`src/rtl/simmem_banked_delay_calculator.sv`:
```
// Per-bank DRAM timing estimator: classifies each accepted request as row hit,
// closed or conflict and returns the delay until it completes.
module simmem_banked_delay_calculator #(
  parameter int unsigned NumBanks        = 4,
  parameter int unsigned IdWidth         = 4,
  parameter int unsigned RowWidth        = 8,
  parameter int unsigned DelayWidth      = 8,
  parameter int unsigned RowHitCost      = 2,
  parameter int unsigned RowClosedCost   = 6,
  parameter int unsigned RowConflictCost = 10,
  parameter int unsigned WriteExtraCost  = 1
) (
  input  logic                        clk_i,
  input  logic                        rst_i,
  input  logic                        in_valid_i,
  output logic                        in_ready_o,
  input  logic [IdWidth-1:0]          local_id_i,
  input  logic [$clog2(NumBanks)-1:0] bank_i,
  input  logic [RowWidth-1:0]         row_i,
  input  logic                        is_write_i,
  output logic                        out_valid_o,
  input  logic                        out_ready_i,
  output logic [IdWidth-1:0]          local_id_o,
  output logic [DelayWidth-1:0]       delay_o
);

  localparam int unsigned BankW = $clog2(NumBanks);
  localparam int unsigned SumW  = DelayWidth + 2;

  typedef enum logic [1:0] {
    CLS_HIT,
    CLS_CLOSED,
    CLS_CONFLICT
  } access_cls_e;

  logic [NumBanks-1:0]   row_valid;
  logic [RowWidth-1:0]   open_row [NumBanks];
  logic [DelayWidth-1:0] busy     [NumBanks];

  access_cls_e           cls;
  logic [SumW-1:0]       cost;
  logic [SumW-1:0]       delay_sum;
  logic [DelayWidth-1:0] delay_sat;
  logic                  accept;

  assign in_ready_o = !out_valid_o || out_ready_i;
  assign accept     = in_valid_i && in_ready_o;

  always_comb begin
    cls = CLS_CONFLICT;
    if (!row_valid[bank_i]) begin
      cls = CLS_CLOSED;
    end else if (open_row[bank_i] == row_i) begin
      cls = CLS_HIT;
    end
  end

  always_comb begin
    cost = SumW'(RowConflictCost);
    case (cls)
      CLS_HIT:    cost = SumW'(RowHitCost);
      CLS_CLOSED: cost = SumW'(RowClosedCost);
      default:    cost = SumW'(RowConflictCost);
    endcase
    if (is_write_i) begin
      cost = cost + SumW'(WriteExtraCost);
    end
  end

  // The two guard bits catch any overflow past the delay field; clamp to all-ones.
  assign delay_sum = {2'b00, busy[bank_i]} + cost;
  assign delay_sat = (delay_sum[SumW-1 -: 2] != 2'b00) ? '1 : delay_sum[DelayWidth-1:0];

  always_ff @(posedge clk_i or posedge rst_i) begin
    if (rst_i) begin
      row_valid <= '0;
      for (int unsigned b = 0; b < NumBanks; b++) begin
        open_row[b] <= '0;
        busy[b]     <= '0;
      end
    end else begin
      for (int unsigned b = 0; b < NumBanks; b++) begin
        if (accept && (bank_i == BankW'(b))) begin
          busy[b]      <= delay_sat;
          open_row[b]  <= row_i;
          row_valid[b] <= 1'b1;
        end else if (busy[b] != '0) begin
          busy[b] <= busy[b] - 1'b1;
        end
      end
    end
  end

  always_ff @(posedge clk_i or posedge rst_i) begin
    if (rst_i) begin
      out_valid_o <= 1'b0;
      local_id_o  <= '0;
      delay_o     <= '0;
    end else if (accept) begin
      out_valid_o <= 1'b1;
      local_id_o  <= local_id_i;
      delay_o     <= delay_sat;
    end else if (out_ready_i) begin
      out_valid_o <= 1'b0;
    end
  end

endmodule

```
`config.mk`:
```
export PLATFORM = sky130hd
export DESIGN_NAME = simmem_banked_delay_calculator
export DESIGN_NICKNAME = d
export VERILOG_FILES = /design/src/rtl/simmem_banked_delay_calculator.sv
export SDC_FILE = /design/constraint.sdc
export NUM_CORES = 1
export LEC_CHECK = 0
export ABC_AREA = 1
export CAP_MARGIN = 20
export CORE_MARGIN = 4
export CORE_UTILIZATION = 52
export DETAILED_ROUTE_END_ITERATION = 16
export PLACE_DENSITY = 0.75
export SETUP_SLACK_MARGIN = 0.15
export SKIP_CTS_REPAIR_TIMING = 1
export SYNTH_ARGS = -nofsm -noshare
export SYNTH_HDL_FRONTEND = slang
export SYNTH_SLANG_ARGS = --single-unit
```
`constraint.sdc`:
```
create_clock -name clk_i -period 3.3 [get_ports clk_i]
set_clock_uncertainty 0.2 [all_clocks]
set_input_delay 0.495 -clock clk_i [delete_from_list [all_inputs] [get_ports clk_i]]
set_output_delay 0.495 -clock clk_i [all_outputs]
set_load 0.05 [all_outputs]
```
* After elaboration in Yosys (flattened, before gate mapping)
Index checks and enable logic that the tools add are counted.
Widths: inputs -> output; s select.
** Storage, ports and cells
- Bits in registers :: 81
- Output and inout port bits :: 14
** Cells by class
- Add/subtract/negate cells :: 6
- Magnitude comparators :: 2
- Equality and inequality tests :: 5
- Mux-type cells :: 23
- Bitwise operators :: 1
- Reductions and logical operators :: 19
** Operators by type and width (number)
- $mux 8 :: 13
- $bmux 8 s2 :: 2
- $reduce_bool 8->1 :: 4
- $sub 8x1->8 const B :: 4
- $reduce_bool 2->1 :: 6
- $add 10x1->10 const B :: 1
- $add 8x10->10 :: 1
- $mux 10 :: 1
- $eq 8x8->1 :: 1
- $pmux 4 s2 :: 1
- $logic_and 1x1->1 :: 5
- $eq 2x1->1 const B :: 2
- $eq 2x2->1 const B :: 2
- $logic_not 2->1 :: 2
- $mux 2 :: 2
- $ge 3x3->1 const B :: 1
- $lt 2x3->1 const B :: 1
- $mux 1 :: 3
- $not 2->3 :: 1
- $bmux 1 s2 :: 1
- $logic_not 1->1 :: 1
- $logic_or 1x1->1 :: 1

* Depth between registers and ports, before layout
- Word-level depth :: 15
- Mapped depth :: 21

* Least setup slack after synthesis
Ideal clock, no wire load.
- Path type :: input-to-reg
- Start :: input port bank_i[0]
- End :: register busy[7] (netlist bit)
- Library setup time :: 0.067 ns
- Arrival time :: 2.748 ns
- Data required time :: 3.033 ns
- Slack :: 0.286 ns
- Cell stages on the path :: 21
- Path buffers :: 2
- Cells stage by stage :: buf_6 nand2_2 inv_2 a22oi_1 nand2_1 nand2_1 nand2_1 nor2_1 nand3_1 nor2_1 nor2_1 ha_1 nand2_1 o21ai_0 nand2_1 nor2_4 nand2_4 buf_12 nand3_4 nand2_1 nand2_1
** Between the ends
- Cells in the longest elaborated chain, start to end :: 15
- Elaborated cells between the ends (all ways) :: 24
** RTL lines
- from (decl) :: line 18 : input logic [$clog2(NumBanks)-1:0] bank_i,
- $not 2->3 (not written as such) :: line 53, 71
- $bmux 8 s2 :: line 53 : end else if (open_row[bank_i] == row_i) begin
- $mux 8 (not written as such) (2 in series) :: line 53
- $eq 8x8->1 :: line 53
- $mux 2 :: line 53
- $mux 2 :: line 51 : if (!row_valid[bank_i]) begin
- $eq 2x1->1 or $logic_not 2->1 (tied branches) :: line 60 : case (cls)
- $pmux 4 s2 :: line 60
- $add 10x1->10 :: line 66 : cost = cost + SumW'(WriteExtraCost);
- $mux 10 :: line 65 : if (is_write_i) begin
- $add 8x10->10 :: line 71 : assign delay_sum = {2'b00, busy[bank_i]} + cost;
- $reduce_bool 2->1 :: line 72 : assign delay_sat = (delay_sum[SumW-1 -: 2] != 2'b00) ? '1 : delay_sum[DelayWidth-1:0];
- $mux 8 :: line 72
- $mux 8 :: line 83 : if (accept && (bank_i == BankW'(b))) begin
- to (signal, indexed assignment) :: line 84 : busy[b] <= delay_sat;
- to (signal, indexed assignment) :: line 88 : busy[b] <= busy[b] - 1'b1;
- to (decl) :: line 38 : logic [DelayWidth-1:0] busy [NumBanks];
Parallel ways exist; a longest one is shown, timed or not. The select of a mux whose other input is x is not followed.
A chain may end at the register's enable or synchronous reset.

* Final worst setup path
- Start :: input port bank_i[0]
- End :: register busy[13] (netlist bit)
The elaborated chain is that of the path after synthesis.

==> results.sh <==
export IMPL_grt_max_degree=82
export IMPL_place_congestion=0.897
export IMPL_ant_nets=0
export IMPL_path_class="input port to flop"
export IMPL_cap_violations=0
export IMPL_pwr_share_seq=0.358
export IMPL_crit_reg2reg_launch="open_row[22]"
export IMPL_tightest_slew_ns=0.504
export IMPL_overflow=0
export IMPL_hold_path_class="flop to flop"
export IMPL_cp_arrival_ns=3.09
export IMPL_die_w_um=102
export IMPL_routed_via_count=4247
export IMPL_outcome="completed"
export IMPL_synthArstFlopShare=1.00
export IMPL_synth_edf_count=0
export IMPL_start_kind="input port"
export IMPL_hold_path_startpoint="row_valid[3]"
export IMPL_drc=0
export IMPL_power_leakage_nw=2.80
export IMPL_synth_cell_type_count=41
export IMPL_clock_fmax_mhz=336
export IMPL_postSynthCellCount=599
export IMPL_synth_top_area_frac=0.445
export IMPL_synth_area_top_cells="dfrtp_1 45%, nand2_1 14%, inv_1 6.5%"
export IMPL_clock_sinks=81
export IMPL_routed_wl_mm=11.8
export IMPL_clk_latency_ns=0.37
export IMPL_grt_antenna_before_repair=0
export IMPL_ys_flop_type="dfrtp_1"
export IMPL_relSlewSlack=0.663
export IMPL_p_clk_frac=0.174
export IMPL_crit_fanout=7
export IMPL_drive_gt1_frac=0.158
export IMPL_grt_pass1_vias=4025
export IMPL_whs_ns=0.261
export IMPL_report_power_total_mw=4.41
export IMPL_cts_root_buf="clkbuf_8"
export IMPL_fp_dieH_um=102
export IMPL_hold_violations=0
export IMPL_yosysTopAreaCell="dfrtp_1"
export IMPL_clock_path_buffers=2
export IMPL_cp_data_required_time_ns=3.41
export IMPL_grt_total_usage=0.241
export IMPL_synth_area_per_cell_um2=7.60
export IMPL_io_pins=33
export IMPL_layout_nets=691
export IMPL_port_buffers=32
export IMPL_dp_hpwl_mm=8.64
export IMPL_powerDensity_mw_per_mm2=804
export IMPL_floorplan_rows=33
export IMPL_pwr_share_comb=0.468
export IMPL_maxSlewViolCount=0
export IMPL_seqCellArea_mm2=0.00203
export IMPL_multiInputGateArea_mm2=0.00218
export IMPL_p_sw_mw=1.90
export IMPL_post_route_period_util=0.903
export IMPL_die_area_mm2=0.0103
export IMPL_cp_end_kind="flop"
export IMPL_antenna_cells=0
export IMPL_p_sw_frac=0.432
export IMPL_vdd_drop_max_mv=0.357
export IMPL_cts_buffers=9
export IMPL_rsz0062_at_grt="no"
export IMPL_grt_pass1_wl_mm=19.3
export IMPL_coreArea_mm2=0.00838
export IMPL_finalCriticalPeriod_ns=2.98
export IMPL_ys_ff_latch=81
export IMPL_setup_slack_ns=0.321
export IMPL_syn_area_mm2=0.00455
export IMPL_htree_levels=3
export IMPL_yosysWarningCount=0
export IMPL_n_fill_cell=715
export IMPL_cts_clk_slew_worst_paths_ns=0.09
export IMPL_drtPass1Iterations=5
export IMPL_yosysSeqAreaShare=0.445
export IMPL_setup_viol=0
export IMPL_p_int_mw=2.50
export IMPL_crit_start="bank_i[0]"
export IMPL_place_ws_ns=-0.750
export IMPL_wl_per_cell_um=15.2
export IMPL_synth_nets=626
export IMPL_initial_core_util=0.543
export IMPL_drt_iter0_drc=401
export IMPL_tritoncts="yes"
export IMPL_vias_per_cell=5.49
export IMPL_area_growth_pct=20.4
==> worst max-delay path, cell delays in order <==
cell	delay [ns]
buf_2	0.16
buf_4	0.18
nand2_4	0.10
inv_4	0.06
a22oi_2	0.12
nand2_1	0.09
xor2_1	0.15
nor2_1	0.12
nand2_1	0.09
nor2_2	0.11
nor2_1	0.05
ha_1	0.34
nand2_1	0.08
o21ai_2	0.17
nand2_2	0.09
nor2_4	0.13
nand2_4	0.11
buf_4	0.17
nand4_1	0.13
nand2_1	0.07
inv_1	0.06
==> power groups by stage <==
stage / combinational [mW] / sequential [mW] / clock, mW
6_report: 2.06 / 1.58 / 0.766
5_1_grt: 2.30 / 1.61 / 0.821
4_1_cts: 2.00 / 1.57 / 0.776
3_5_place_dp: 1.99 / 1.58 / 0
3_3_place_gp: 1.93 / 1.57 / 0
2_1_floorplan: 1.22 / 1.70 / 0
==> cell families (layout without fill, tap and decap cells) <==
group	Yosys count	after routing	share of synthesized area
AO/OA/AOI/OAI	122	122	0.158
buffers and inverters	102	172	0.0910
adder cells (fa/ha/maj)	8	8	0.0220
AND/OR/NAND/NOR	274	274	0.261
XOR/XNOR	12	12	0.0231
flip-flops	81	81	0.445
==> path summary, 6_finish.rpt <==
kind	to	slack [ns]	depth (start not counted)
max in group asynchronous	busy[17]	2.21	3
worst max-delay path	busy[13]	0.32	21
min in group asynchronous	busy[28]	0.30	3
worst max register to register	busy[13]	0.50	20
worst min register to register	row_valid[3]	0.26	2
worst min-delay path	row_valid[3]	0.26	2
==> cells in the final DEF, fill, tap and decap left out, types with 9 or more instances in the layout <==
cell and instances:
nand2_1 163, dfrtp_1 81, inv_1 78, nor2_1 52, o21ai_0 46, buf_4 35
clkdlybuf4s50_1 30, nand3_1 21, a21oi_1 21, clkbuf_8 10, nand2_2 9, o21ai_1 9
xor2_1 9
==> flip-flops by register name, summed over array words and instances (netlist names) <==
signal / count
busy: 32
open_row: 32
delay_o: 8
local_id_o: 4
row_valid: 4
out_valid_o: 1
==> final cells by class <==
| type | instances | area share |
|---|---|---|
| clock buffer | 11 | 0.0258 |
| clock inverter | 5 | 0.0114 |
| inverter | 87 | 0.0607 |
| multi-input combinational | 416 | 0.398 |
| sequential | 81 | 0.370 |
| tap | 105 | 0.0240 |
| timing repair buffer | 69 | 0.110 |
==> layer usage <==
metal | global-route usage | share of wire | routed length [um] | vias to the layer above
met2 | 0.388 | 0.47 | 5560 | 167
met4 | 0.108 | 0.029 | 347 | 0
met3 | 0.0393 | 0.067 | 794 | 29
met5 | 0 | 0 | 0 | -
li1 | - | - | - | 2056
met1 | 0.319 | 0.43 | 5070 | 1995
==> cells in the mapped netlist, types with 4 or more instances <==
cell type  count
nand2_1      166
dfrtp_1       81
inv_1         79
nor2_1        54
o21ai_0       49
a21oi_1       24
nand3_1       21
a22oi_1       12
xor2_1         9
clkbuf_1       8
ha_1           8
nand4_1        8
inv_2          7
nand2_2        7
o21ai_1        7
o21ai_2        5
o22ai_1        5
buf_2          4
nand2_4        4
o211ai_1       4
o21bai_1       4
==> through the flow <==
step,std cells,utilization,TNS (ns),cell area [um2]
global route,774,0.654,0,5480
global placement,757,0.621,-24.20,5200
detailed placement,757,0.621,-26.95,5200
floorplan,599,-,0,4550
finish,774,0.654,0,5480
CTS,773,0.645,-13.84,5410
(Power assumes the default switching activity.)
